[src/rtl/ipv4_rx_decode.sv]
// IPv4 receive header parser: checks the header, strips options/padding, forwards the payload.
// Optional macro IPV4_CHECKSUM_EN builds the header checksum accumulator (error code 3).
module ipv4_rx_decode #(
    parameter logic [31:0] IP_ADDR = 32'h69696969
) (
    input  logic        clk,
    input  logic        rst,
    input  logic        valid,
    input  logic [7:0]  din,
    output logic [31:0] sa,
    output logic [31:0] da,
    output logic [7:0]  protocol,
    output logic [15:0] payload_len,
    output logic        hdr_valid,
    output logic [7:0]  dout,
    output logic        dout_valid,
    output logic        dout_last,
    output logic        err,
    output logic [2:0]  err_code
);

    localparam int unsigned CNT_W  = 16;
    localparam int unsigned CODE_W = 3;
    localparam logic [31:0] BCAST_ADDR = 32'hFFFF_FFFF;

    localparam logic [CODE_W-1:0] ERR_VERSION  = CODE_W'(1);
    localparam logic [CODE_W-1:0] ERR_FRAG     = CODE_W'(2);
    localparam logic [CODE_W-1:0] ERR_CSUM     = CODE_W'(3);
    localparam logic [CODE_W-1:0] ERR_DA       = CODE_W'(4);
    localparam logic [CODE_W-1:0] ERR_LEN      = CODE_W'(5);
    localparam logic [CODE_W-1:0] ERR_TRUNC    = CODE_W'(6);

    typedef enum logic [2:0] {
        WAIT_IDLE,
        IDLE,
        HEADER,
        PAYLOAD,
        DRAIN
    } state_t;

    state_t state, state_n;

    logic [CNT_W-1:0]  cnt;
    logic [3:0]        ihl_r;
    logic [15:0]       tot_len_r;
    logic [13:0]       frag_r;
    logic [7:0]        proto_r;
    logic [31:0]       sa_r;
    logic [31:0]       da_r;

    logic [CNT_W-1:0]  hdr_bytes;
    logic [CNT_W-1:0]  hdr_end;
    logic [15:0]       pay_len;
    logic [31:0]       da_fin;
    logic              frag_bad;
    logic              da_bad;
    logic              len_bad;
    logic              csum_bad;

    logic              hdr_valid_n;
    logic              err_n;
    logic [CODE_W-1:0] err_code_n;
    logic [7:0]        dout_n;
    logic              dout_valid_n;
    logic              dout_last_n;
    logic              load_hdr;

    // Header-derived values; DA may complete on the very byte the checks run.
    always_comb begin
        hdr_bytes = CNT_W'({ihl_r, 2'b00});
        hdr_end   = hdr_bytes - CNT_W'(1);
        pay_len   = tot_len_r - hdr_bytes;
        da_fin    = (cnt == CNT_W'(19)) ? {da_r[23:0], din} : da_r;
        frag_bad  = frag_r[13] | (frag_r[12:0] != 13'd0);
        da_bad    = (da_fin != IP_ADDR) && (da_fin != BCAST_ADDR);
        len_bad   = tot_len_r < hdr_bytes;
    end

`ifdef IPV4_CHECKSUM_EN
    logic [7:0]  csum_hi;
    logic [15:0] csum_acc;
    logic [16:0] csum_raw;
    logic [15:0] csum_fin;

    // Ones-complement word sum with end-around carry; a good header folds to 16'hFFFF.
    always_comb begin
        csum_raw = {1'b0, csum_acc} + {1'b0, csum_hi, din};
        csum_fin = csum_raw[15:0] + 16'(csum_raw[16]);
        csum_bad = (csum_fin != 16'hFFFF);
    end

    always_ff @(posedge clk) begin
        if (rst) begin
            csum_hi  <= '0;
            csum_acc <= '0;
        end else if (state == IDLE && valid) begin
            csum_hi  <= din;
            csum_acc <= '0;
        end else if (state == HEADER && valid) begin
            if (cnt[0]) begin
                csum_acc <= csum_fin;
            end else begin
                csum_hi <= din;
            end
        end
    end
`else
    assign csum_bad = 1'b0;
`endif

    // Byte counter and header field capture by byte index.
    always_ff @(posedge clk) begin
        if (rst) begin
            cnt       <= '0;
            ihl_r     <= '0;
            tot_len_r <= '0;
            frag_r    <= '0;
            proto_r   <= '0;
            sa_r      <= '0;
            da_r      <= '0;
        end else if (state == IDLE && valid) begin
            cnt   <= CNT_W'(1);
            ihl_r <= din[3:0];
        end else if ((state == HEADER || state == PAYLOAD) && valid) begin
            cnt <= cnt + CNT_W'(1);
            if (state == HEADER) begin
                case (cnt)
                    CNT_W'(2):  tot_len_r[15:8] <= din;
                    CNT_W'(3):  tot_len_r[7:0]  <= din;
                    CNT_W'(6):  frag_r[13:8]    <= din[5:0];
                    CNT_W'(7):  frag_r[7:0]     <= din;
                    CNT_W'(9):  proto_r         <= din;
                    CNT_W'(12), CNT_W'(13), CNT_W'(14), CNT_W'(15):
                                sa_r <= {sa_r[23:0], din};
                    CNT_W'(16), CNT_W'(17), CNT_W'(18), CNT_W'(19):
                                da_r <= {da_r[23:0], din};
                    default: ;
                endcase
            end
        end
    end

    // Next-state and registered-output decode.
    always_comb begin
        state_n      = state;
        hdr_valid_n  = 1'b0;
        err_n        = 1'b0;
        err_code_n   = err_code;
        dout_n       = dout;
        dout_valid_n = 1'b0;
        dout_last_n  = 1'b0;
        load_hdr     = 1'b0;
        case (state)
            WAIT_IDLE: begin
                if (!valid) state_n = IDLE;
            end
            IDLE: begin
                if (valid) begin
                    if (din[7:4] != 4'd4 || din[3:0] < 4'd5) begin
                        err_n      = 1'b1;
                        err_code_n = ERR_VERSION;
                        state_n    = DRAIN;
                    end else begin
                        state_n = HEADER;
                    end
                end
            end
            HEADER: begin
                if (!valid) begin
                    err_n      = 1'b1;
                    err_code_n = ERR_TRUNC;
                    state_n    = IDLE;
                end else if (cnt == hdr_end) begin
                    state_n = DRAIN;
                    err_n   = 1'b1;
                    if (frag_bad) begin
                        err_code_n = ERR_FRAG;
                    end else if (csum_bad) begin
                        err_code_n = ERR_CSUM;
                    end else if (da_bad) begin
                        err_code_n = ERR_DA;
                    end else if (len_bad) begin
                        err_code_n = ERR_LEN;
                    end else begin
                        err_n       = 1'b0;
                        hdr_valid_n = 1'b1;
                        load_hdr    = 1'b1;
                        state_n     = (pay_len == 16'd0) ? DRAIN : PAYLOAD;
                    end
                end
            end
            PAYLOAD: begin
                if (!valid) begin
                    err_n      = 1'b1;
                    err_code_n = ERR_TRUNC;
                    state_n    = IDLE;
                end else begin
                    dout_n       = din;
                    dout_valid_n = 1'b1;
                    if (cnt == tot_len_r - CNT_W'(1)) begin
                        dout_last_n = 1'b1;
                        state_n     = DRAIN;
                    end
                end
            end
            DRAIN: begin
                if (!valid) state_n = IDLE;
            end
            default: state_n = WAIT_IDLE;
        endcase
    end

    always_ff @(posedge clk) begin
        if (rst) begin
            state       <= WAIT_IDLE;
            sa          <= '0;
            da          <= '0;
            protocol    <= '0;
            payload_len <= '0;
            hdr_valid   <= 1'b0;
            dout        <= '0;
            dout_valid  <= 1'b0;
            dout_last   <= 1'b0;
            err         <= 1'b0;
            err_code    <= '0;
        end else begin
            state      <= state_n;
            hdr_valid  <= hdr_valid_n;
            dout       <= dout_n;
            dout_valid <= dout_valid_n;
            dout_last  <= dout_last_n;
            err        <= err_n;
            err_code   <= err_code_n;
            if (load_hdr) begin
                sa          <= sa_r;
                da          <= da_fin;
                protocol    <= proto_r;
                payload_len <= pay_len;
            end
        end
    end

endmodule
[config.mk]
export PLATFORM = sky130hd
export DESIGN_NAME = ipv4_rx_decode
export DESIGN_NICKNAME = d
export VERILOG_FILES = /design/src/rtl/ipv4_rx_decode.sv
export SDC_FILE = /design/constraint.sdc
export NUM_CORES = 1
export LEC_CHECK = 0
export BUFFER_PORTS_ARGS = -buffer_cell sky130_fd_sc_hd__buf_2
export CORE_ASPECT_RATIO = 1.1
export CORE_MARGIN = 3
export CORE_UTILIZATION = 54
export CTS_BUF_LIST = sky130_fd_sc_hd__clkbuf_8
export CTS_CLUSTER_DIAMETER = 30
export DETAILED_ROUTE_END_ITERATION = 12
export PLACE_DENSITY = 0.89
export SLEW_MARGIN = 0
export SYNTH_ARGS = -nofsm -noshare
export SYNTH_HDL_FRONTEND = slang
export SYNTH_SLANG_ARGS = --single-unit
[constraint.sdc]
create_clock -name clk -period 3.2 [get_ports clk]
set_input_delay 0.32 -clock clk [delete_from_list [all_inputs] [get_ports clk]]
set_output_delay 0.32 -clock clk [all_outputs]
set_load 0.03 [all_outputs]
==> impl_summary.txt <==
----------------------------------------------------
[Outcome]
  Run status ... finished clean

[Yosys]
  Warning count from the yosys run ... 0
  Number of instances in the synthesized netlist ... 1,172
  Top_reg_cell synth ... sky130_fd_sc_hd__dfxtp_1
  Fraction of synthesis flops using an asynchronous set or reset pin ... 0
  Average footprint of a synthesized cell ... 8.22 µm²
  Yosys top cell by area ... sky130_fd_sc_hd__dfxtp_1
  Netlist cell types ... 59
  Top cell type's share of synthesized area ... 0.474
  Most instantiated cells after synthesis ... sky130_fd_sc_hd__nand2_1 (267), sky130_fd_sc_hd__dfxtp_1 (228), sky130_fd_sc_hd__a21oi_1 (145)
  Sequential fraction of the synthesis area ... 0.474
  Post-Synthesis Net Count ... 1,194
  Number of enable flip-flop cells after synthesis ... 0
  Synthesis-stage register bit count ... 228
  Top area cells in the synthesized netlist ... sky130_fd_sc_hd__dfxtp_1 (47%), sky130_fd_sc_hd__nand2_1 (10%), sky130_fd_sc_hd__a21oi_1 (7.5%), sky130_fd_sc_hd__nor2_1 (5.3%), sky130_fd_sc_hd__mux2i_1 (4.5%)
  Dominant cell by count in the synthesized netlist ... sky130_fd_sc_hd__nand2_1
  Area of the mapped netlist ... 9640 µm²

[Setup path]
  Cell Chain, Critical Path ... inv_1 -> ha_1 -> xnor2_1 -> o21ai_0 -> a2111oi_1 -> o21ai_0 -> nor4_1 -> nand4_1 -> and2_1 -> o41a_1
  Capture point of the critical path ... state[0]
  Most common cell on crit path ... sky130_fd_sc_hd__o21ai_0
  Element type at the critical path end ... register
  FF-to-FF path depth ... 10
  Launching element type of the critical path ... register
  Biggest cell delay along the critical path ... 470 ps
  Worst Setup Path Type ... register to register
  Top fanout value on the critical path ... 8
  CP Launch Point ... tot_len_r[1]
  Data arrival time of the worst path ... 3530 ps
  Critical R2R Capture ... state[0]
  Crit-path slowest cell ... sky130_fd_sc_hd__dfxtp_1
  Reg2Reg Setup Slack ... 80 ps
  Worst R2R Start ... tot_len_r[1]
  Critical path required time ... 3610 ps

[Detailed routing]
  Remaining antenna violation count ... 0
  Average wire per standard cell ... 16.2 µm
  Detailed-route DRC error count ... 0
  Via/cell ratio ... 5.61
  Routed wire length ... 24,800 µm
  DRC marker count from the first detailed-route iteration ... 859
  Detailed-router iteration count before antenna repair ... 5
  Count of vias placed by the detailed router ... 8,624

[Global route]
  Met1 global-route usage ... 0.312
  Busiest layer in global routing ... met2
  Number of antenna violations at the first check in global routing ... 0
  GR Overflow Total ... 0
  First-pass GRT wire length ... 40,300 µm
  Largest net degree at the start of global routing ... 110
  GR Layer Usage met2 ... 0.397
  Global routing met3 resource utilization ... 0.0544
  Number of global-route vias before repair ... 8,367
  Total track usage ... 0.246

[STA]
  Max Fclk ... 0.320 GHz
  Slew at the pin closest to its max-slew limit ... 768 ps
  Setup violation total in the final timing report ... 0
  Worst Hold Margin ... 157 ps
  Unrepaired setup endpoints after global routing ... false
  Relative slew margins ... 0.482
  Slew Limit Fails ... 0
  Summed negative setup slack over all endpoints ... 0 ps
  Post-route minimum period ... 3120 ps
  Clock Skew ... 40.8 ps
  Final cycle utilization of the critical path ... 0.976
  Final hold viol count ... 0

[Floorplan]
  Die boundary height ... 146 µm
  Count of pins on the block boundary ... 114
  X dimension of the die ... 133 µm
  Starting Density ... 0.558
  Core area ... 17,300 µm²
  FP Rows ... 50
  Die area ... 19,500 µm²

[Power]
  Switching share of power ... 0.232
  Leak ... 0.00443 µW
  Internal power ... 4640 µW
  Peak VDD IR ... 0.534 mV
  Switching component of the power ... 1400 µW
  Combinational group share of total power ... 0.041
  Pwr Density ... 534 nW/µm²
  Clock power frac ... 0.486
  Relative contribution of sequential cells to total power ... 0.472

[Clock network]
  Count of H-tree levels built during CTS ... 2
  Clock tree from TritonCTS ... built
  Number of clock sinks ... 228
  Number of buffers inserted during clock tree synthesis ... 41
  Max Root-Sink Buffers ... 3
  Worst-skew pair later-pin latency ... 540 ps
  Buffer cell driving the clock tree root ... sky130_fd_sc_hd__clkbuf_8
  Clk pin slew, worst setup/hold paths ... 60 ps

[Layout]
  Fraction of layout instances using a drive strength above 1 ... 0.180
  Fin util ... 0.655
  Net count of the finished layout ... 1,292
  Area growth syn-to-layout ... 17.4%
  Diode insertion count for antenna repair ... 0

[Run]
  Max-cap violations ... 0

[Placement]
  Gp weighted congestion ... 0.911
  Number of port buffers ... 113
  HPWL Detailed ... 16,100 µm

[Hold path]
  Classification of the worst-slack hold path ... input port to register

----------------------------------------------------
## worst min-delay path by stage
stage / startpoint / end / slack (ps) / cells after the start
global route: din[5] / dout[5] / 160 / 3
detailed placement: sa[19] / sa[19] / 440 / 2
floorplan: proto_r[0] / protocol[0] / 440 / 2
CTS: din[5] / dout[5] / 130 / 3
global placement: protocol[3] / protocol[3] / 440 / 2
finish: din[5] / da_r[5] / 160 / 3
## power groups by stage
stage	Sequential [µW]	Combinational [µW]	Clock (µW)
finish	2860	249	2940
CTS	2850	238	2970
global placement	2920	229	0
floorplan	2910	167	0
global route	2850	264	3110
detailed placement	2920	235	0
## critical path, delay by kind of cell (launching register included)
family / cells / cell delay [ps]
and+or+nand+nor: 3 / 820
buffers and inverters: 1 / 70
DFF: 1 / 470
AOI/OAI and AO/OA: 4 / 1120
xor gates and xnor gates: 1 / 180
adders and majority gates: 1 / 320
## repair_timing
| action | CTS | global route |
|---|---|---|
| endpoints found under the setup margin | 0 | 7 |
| hold buffers | 0 | 0 |
| gates resized for setup | 0 | 6 |
| buffers inserted | 0 | 3 |
## cells in the final DEF (no fill, tap or decap), types with 4 or more instances in the layout
cell and count:
sky130_fd_sc_hd__and2_1 7, sky130_fd_sc_hd__nor3_1 16, sky130_fd_sc_hd__nor4b_1 5, sky130_fd_sc_hd__nor2_1 136, sky130_fd_sc_hd__or3_1 5, sky130_fd_sc_hd__clkbuf_8 48, sky130_fd_sc_hd__buf_2 112, sky130_fd_sc_hd__nor3b_1 4
sky130_fd_sc_hd__dfxtp_1 227, sky130_fd_sc_hd__nor2b_1 5, sky130_fd_sc_hd__ha_1 10, sky130_fd_sc_hd__nor4_1 15, sky130_fd_sc_hd__nand3_1 16, sky130_fd_sc_hd__nor4_4 5, sky130_fd_sc_hd__xor2_1 23, sky130_fd_sc_hd__nand2b_1 6
sky130_fd_sc_hd__a31oi_1 4, sky130_fd_sc_hd__bufinv_16 4, sky130_fd_sc_hd__xnor2_1 25, sky130_fd_sc_hd__a21oi_1 145, sky130_fd_sc_hd__o21a_1 17, sky130_fd_sc_hd__nand2_1 267, sky130_fd_sc_hd__inv_1 23, sky130_fd_sc_hd__and3_1 8
sky130_fd_sc_hd__buf_4 30, sky130_fd_sc_hd__o21ai_0 13, sky130_fd_sc_hd__mux2i_1 43, sky130_fd_sc_hd__nand4_1 23, sky130_fd_sc_hd__clkinvlp_4 5
## flip-flops by register name (all words and copies together) (netlist names), 4 cells and up
name and count:
da_r 32, cnt 16, dout 8, protocol 8, sa_r 32, payload_len 16, ihl_r 4, frag_r 14
da 32, tot_len_r 16, sa 32, proto_r 8
## kinds of logic after synthesis
group,after synthesis,synth area share
buffers and inverters,104,0.0500
adder cells (fa/ha/maj),11,0.0151
AO/OA/AOI/OAI,198,0.117
flip-flops,228,0.474
multiplexers,46,0.0482
AND/OR/NAND/NOR,536,0.251
XOR/XNOR,49,0.0445
## per-layer routing
layer	up-vias	share of wire
met5	-	0
met4	0	0.045
met3	89	0.082
met2	405	0.47
met1	4016	0.40
li1	4114	-
## through the flow
stage / area [µm²] / worst slack (ps) / instances / total power (µW)
floorplan: 9640 / 273 / 1172 / 3080
global placement: 10300 / 187 / 1457 / 3140
detailed placement: 10300 / 153 / 1457 / 3150
CTS: 11300 / 122 / 1532 / 6070
global route: 11300 / 22.9 / 1536 / 6230
finish: 11300 / 76.4 / 1536 / 6040
## cell type report
| class | count | area (µm²) |
|---|---|---|
| fill | 1346 | 5950 |
| multi-input combinational | 841 | 4640 |
| sequential | 228 | 4570 |
| timing repair buffer | 146 | 857 |
| clock buffer | 48 | 661 |
| tap | 234 | 293 |
| clock inverter | 27 | 249 |
| inverter | 12 | 45.0 |
Note: power is estimated with default switching activity, not from simulation.
